[config.mk]
export PLATFORM = sky130hd
export DESIGN_NAME = hazard_ctrl
export DESIGN_NICKNAME = d
export VERILOG_FILES = /design/src/rtl/hazard_ctrl.sv
export SDC_FILE = /design/constraint.sdc
export NUM_CORES = 1
export LEC_CHECK = 0
export ABC_AREA = 1
export CORE_MARGIN = 2
export CORE_UTILIZATION = 52
export DETAILED_ROUTE_END_ITERATION = 8
export MAX_ROUTING_LAYER = met4
export PLACE_DENSITY = 0.85
export SYNTH_ARGS = -nofsm -noshare
export SYNTH_HDL_FRONTEND = slang
export SYNTH_SLANG_ARGS = --single-unit
export TNS_END_PERCENT = 1
[constraint.sdc]
create_clock -name i_clk -period 5.2 [get_ports i_clk]
set_input_delay 0.78 -clock i_clk [delete_from_list [all_inputs] [get_ports i_clk]]
set_output_delay 0.78 -clock i_clk [all_outputs]
set_load 0.02 [all_outputs]
[src/rtl/hazard_ctrl.sv]
// Pipeline hazard control: load-use interlock, branch flush, and data-memory wait
// handling with a stall timeout and a saturating stall-cycle counter.
module hazard_ctrl #(
   parameter int TIMEOUT_CYCLES = 255,
   parameter int CNT_W          = 16
) (
   input  logic             i_clk,
   input  logic             i_reset,
   input  logic [4:0]       i_rs1_addr_decode,
   input  logic [4:0]       i_rs2_addr_decode,
   input  logic             i_rs1_used_decode,
   input  logic             i_rs2_used_decode,
   input  logic [4:0]       i_rd_addr_execute,
   input  logic             i_rd_wren_execute,
   input  logic             i_mem_rden_execute,
   input  logic             i_br_taken_execute,
   input  logic             i_mem_req_mem,
   input  logic             i_dmem_ready,
   output logic             o_stall_fetch,
   output logic             o_stall_decode,
   output logic             o_stall_execute,
   output logic             o_stall_mem,
   output logic             o_flush_decode,
   output logic             o_flush_execute,
   output logic             o_mem_timeout,
   output logic [CNT_W-1:0] o_stall_cycles
);

   typedef enum logic [1:0] {RUN, MEMWAIT, ERROR} state_t;

   localparam logic [7:0]       WAIT_LAST = 8'(TIMEOUT_CYCLES - 1);
   localparam logic [CNT_W-1:0] CNT_ONE   = {{(CNT_W-1){1'b0}}, 1'b1};

   state_t           state_reg;
   logic [7:0]       wait_cnt_reg;
   logic [CNT_W-1:0] stall_cycles_reg;
   logic             mem_stall;
   logic             load_use;

   always_comb begin
      mem_stall = i_mem_req_mem & ~i_dmem_ready;
      load_use  = i_mem_rden_execute & i_rd_wren_execute & (i_rd_addr_execute != 5'd0) &
                  ((i_rs1_used_decode & (i_rs1_addr_decode == i_rd_addr_execute)) |
                   (i_rs2_used_decode & (i_rs2_addr_decode == i_rd_addr_execute)));
   end

   // Zero-latency hazard response; reset masks everything regardless of inputs.
   always_comb begin
      o_stall_fetch   = 1'b0;
      o_stall_decode  = 1'b0;
      o_stall_execute = 1'b0;
      o_stall_mem     = 1'b0;
      o_flush_decode  = 1'b0;
      o_flush_execute = 1'b0;
      if (!i_reset) begin
         if (state_reg == ERROR || mem_stall) begin
            o_stall_fetch   = 1'b1;
            o_stall_decode  = 1'b1;
            o_stall_execute = 1'b1;
            o_stall_mem     = 1'b1;
         end else if (i_br_taken_execute) begin
            o_flush_decode  = 1'b1;
            o_flush_execute = 1'b1;
         end else if (load_use) begin
            o_stall_fetch   = 1'b1;
            o_stall_decode  = 1'b1;
            o_flush_execute = 1'b1;
         end
      end
   end

   assign o_mem_timeout  = (state_reg == ERROR) && !i_reset;
   assign o_stall_cycles = stall_cycles_reg;

   always_ff @(posedge i_clk) begin
      if (i_reset) begin
         state_reg        <= RUN;
         wait_cnt_reg     <= 8'd0;
         stall_cycles_reg <= '0;
      end else begin
         if (o_stall_fetch && stall_cycles_reg != '1)
            stall_cycles_reg <= stall_cycles_reg + CNT_ONE;
         case (state_reg)
            RUN: begin
               wait_cnt_reg <= 8'd0;
               if (mem_stall) begin
                  state_reg    <= MEMWAIT;
                  wait_cnt_reg <= 8'd1;
               end
            end
            MEMWAIT: begin
               if (mem_stall) begin
                  wait_cnt_reg <= wait_cnt_reg + 8'd1;
                  if (wait_cnt_reg == WAIT_LAST)
                     state_reg <= ERROR;
               end else begin
                  state_reg    <= RUN;
                  wait_cnt_reg <= 8'd0;
               end
            end
            ERROR: state_reg <= ERROR;
            default: begin
               state_reg    <= RUN;
               wait_cnt_reg <= 8'd0;
            end
         endcase
      end
   end

endmodule

==> run_results.csv <==
group,metric,value,unit
routing,drtIter0Drc,96,
sta,fin_tns_setup,0,ns
status,status,"complete, no violations",
final_layout,post-route-util,69.3,%
sta,finalHoldWorstSlack,0.506,ns
power,power,0.400,mW
synth,synth-seq-cells,26,
setup_path,cp_data_arrival_time,2.84,ns
cts,cts.htree.levels,1,
place,port_buffers,46,
floorplan,die_h,61.9,um
sta,fmax,276,MHz
setup_path,cp-start-kind,"input pin",
power,vdd_drop_max,0.000128,V
floorplan,core_area,0.00328,mm2
final_layout,final_common_cell,"nand2_1",
cts,clockRootBuffer,"clkbuf_4",
routing,ant_nets,0,
final_layout,layout.nets,337,
place,place_ws,1.60,ns
final_layout,fillCellCount,284,
setup_path,cp_top_family,"buffers and inverters",
routing,routedWlPerCell,11.3,um
final_layout,largest_register_ffs,16,
setup_path,max_stage_delay,0.68,ns
cts,cts_hold_buf,0,
sta,finalSetupViolations,0,
global_route,grt_pass1_wl,6.98,mm
setup_path,cp_max_fo,20,
setup_path,crit_top_cell,"nand2_1",
min_path,min_path_type,"flip-flop to flip-flop",
final_layout,syn_to_final_growth,30.7,%
cts,insertion_delay,0.33,ns
cts,cts_made_buffers,3,
place,dp.cells,351,
synth,synthCells,265,
final_layout,fin_area,0.00228,mm2
final_layout,fin_cells,355,
routing,route.detailed.drc,0,
routing,via_per_inst,5.03,
synth,syn-cell-area,0.00174,mm2
final_layout,most-common-layout-cells,"nand2_1, clkdlybuf4s50_1, inv_1",
setup_path,crit_buf_inv,3,
cts,clkTransAtPathRegs,0.14,ns
floorplan,die_area,0.00383,mm2
floorplan,die_w,61.9,um
global_route,grt_max_degree,21,
power,powerDensity,176,mW/mm2
final_layout,drive_gt1_share,6.80,%
setup_path,crit_type,"input pin to output port",
cts,cts_resized,0,
routing,route.vias.total,1785,
global_route,gr-total-overflow,0,
synth,syn_avg_cell_area,6.57,um2
setup_path,crit_required,4.42,ns
floorplan,io_pins,47,
setup_path,end_kind,"output port",
sta,hold_violations,0,
cts,postCtsSetupRepairBufs,0,
synth,ys_warn_count,0,
sta,fin_crit_sh,69.7,%
global_route,grt_pass1_vias,1639,
final_layout,antenna_cells,0,
setup_path,crit_path_top_delay_cell,"clkdlybuf4s50_1",
global_route,grt_util_all_layers,24.9,%
synth,ys_types,27,
floorplan,num_rows,21,
setup_path,cp_cell_sequence,"clkdlybuf4s50_1 > inv_2 > nand2_1 > nand2_1 > nor2_1 > nand3_1 > nand2_1 > nand3_1 > nand2_2 > clkdlybuf4s50_1",
sta,finalMaxSlewViolations,0,
power,power_leakage,0.908,nW
floorplan,initial_core_util,53.0,%
synth,syn_nets,292,
cts,cts.sinks,26,
sta,rsz0062_at_grt,"no",
cts,clockBufferDepth,2,
sta,maxSlewHeadroom,70.1,%
sta,period_minus_slack,3.62,ns
routing,drt-total-wl,4.02,mm
place,finalWeightedCongestion,0.977,
sta,tightest_slew,0.444,ns
flow_run,drv_cap,0,
global_route,antenna_found_initial,0,
synth,seq_area_frac_synth,29.9,%
place,place_area,0.00222,mm2
place,dpl.hpwl,3.08,mm
sta,layout_setup_ws,1.58,ns
routing,drt-pass1-iter-count,4,
sta,fin_skew,0.00699,ns
cts,cts_tree,"done",
-- path summary, 6_finish.rpt --
kind | end | cells after the start | startpoint | slack (ns)
hold reg to reg | wait_cnt_reg[0]$_SDFFE_PP0N_ | 1 | state_reg[0]$_SDFFE_PP0P_ | 0.51
hold / removal | wait_cnt_reg[0]$_SDFFE_PP0N_ | 1 | state_reg[0]$_SDFFE_PP0P_ | 0.51
setup / recovery | o_stall_decode | 10 | i_rd_addr_execute[1] | 1.58
setup reg to reg | o_stall_cycles[10]$_SDFFE_PP0P_ | 9 | o_stall_cycles[0]$_SDFFE_PP0P_ | 3.09
-- report_power, final --
| part | internal, mW | switching, mW | total, mW |
|---|---|---|---|
| logic | 0.0289 | 0.0292 | 0.0581 |
| registers | 0.201 | 0.00189 | 0.203 |
| clock network | 0.0780 | 0.0614 | 0.139 |
| total | 0.308 | 0.0924 | 0.400 |
-- layer usage --
metal  part of all wire [%]  up-vias  global-route usage [%]  wire (um)
met1                     44      791                    31.1       1780
met3                    5.3        9                    5.38        215
met2                     49       50                    40.3       1960
met4                    1.5        0                    7.60         61
met5                      0        -                       -          0
li1                       -      935                       -          -
-- cell type report --
class | instances | area, um2 | area share, %
clock buffers | 3 | 22.5 | 0.990
well taps | 46 | 57.6 | 2.53
clock inverters | 1 | 30.0 | 1.32
flip-flops and latches | 26 | 520 | 22.9
multi-input cells | 192 | 1030 | 45.1
inverters | 40 | 150 | 6.60
repair buffers | 47 | 468 | 20.6
-- worst reg2reg max path, stage by stage, from the launching register on --
cell	delay (ns)
dfxtp_1	0.46
ha_1	0.26
nand2_2	0.10
nor3b_4	0.29
nand2_2	0.10
nor2_4	0.11
nand4_4	0.25
nand2_4	0.28
nand2_1	0.10
a21oi_2	0.12
-- cell usage after synthesis --
| cell type | number | area share [%] |
|---|---|---|
| a21oi_2 | 6 | 3.0 |
| dfxtp_1 | 26 | 30 |
| buf_4 | 2 | 0.86 |
| o2111ai_1 | 1 | 0.50 |
| nand2_1 | 68 | 15 |
| xor2_1 | 13 | 6.5 |
| nor3_1 | 7 | 2.0 |
| a21oi_1 | 11 | 3.2 |
| o22ai_1 | 3 | 1.1 |
| buf_2 | 2 | 0.57 |
| nor2_1 | 26 | 5.6 |
| nor2_4 | 1 | 0.65 |
| inv_1 | 37 | 8.0 |
| xnor2_1 | 5 | 2.5 |
| nor3b_4 | 1 | 1.1 |
| nand3_1 | 29 | 8.3 |
| inv_2 | 3 | 0.65 |
| o21ai_0 | 6 | 1.7 |
| nor3b_1 | 1 | 0.43 |
| nand4_4 | 1 | 1.2 |
| clkbuf_1 | 2 | 0.43 |
| ha_1 | 3 | 2.2 |
| nand4_1 | 3 | 1.1 |
| buf_6 | 1 | 0.65 |
| nand2_4 | 1 | 0.65 |
| a221oi_1 | 3 | 1.5 |
| nand2_2 | 3 | 1.1 |
-- cells by family (layout without fill, tap and decap cells) --
kind of cell    Yosys count  count (layout)  synth area share (%)
flops                    26              26                  29.9
simple gates            141             141                  36.8
compound gates           30              30                  11.0
xor+xnor                 18              18                  9.05
buf+inv                  47              91                  11.1
fa+ha+maj                 3               3                  2.16
(Power assumes the default switching activity.)
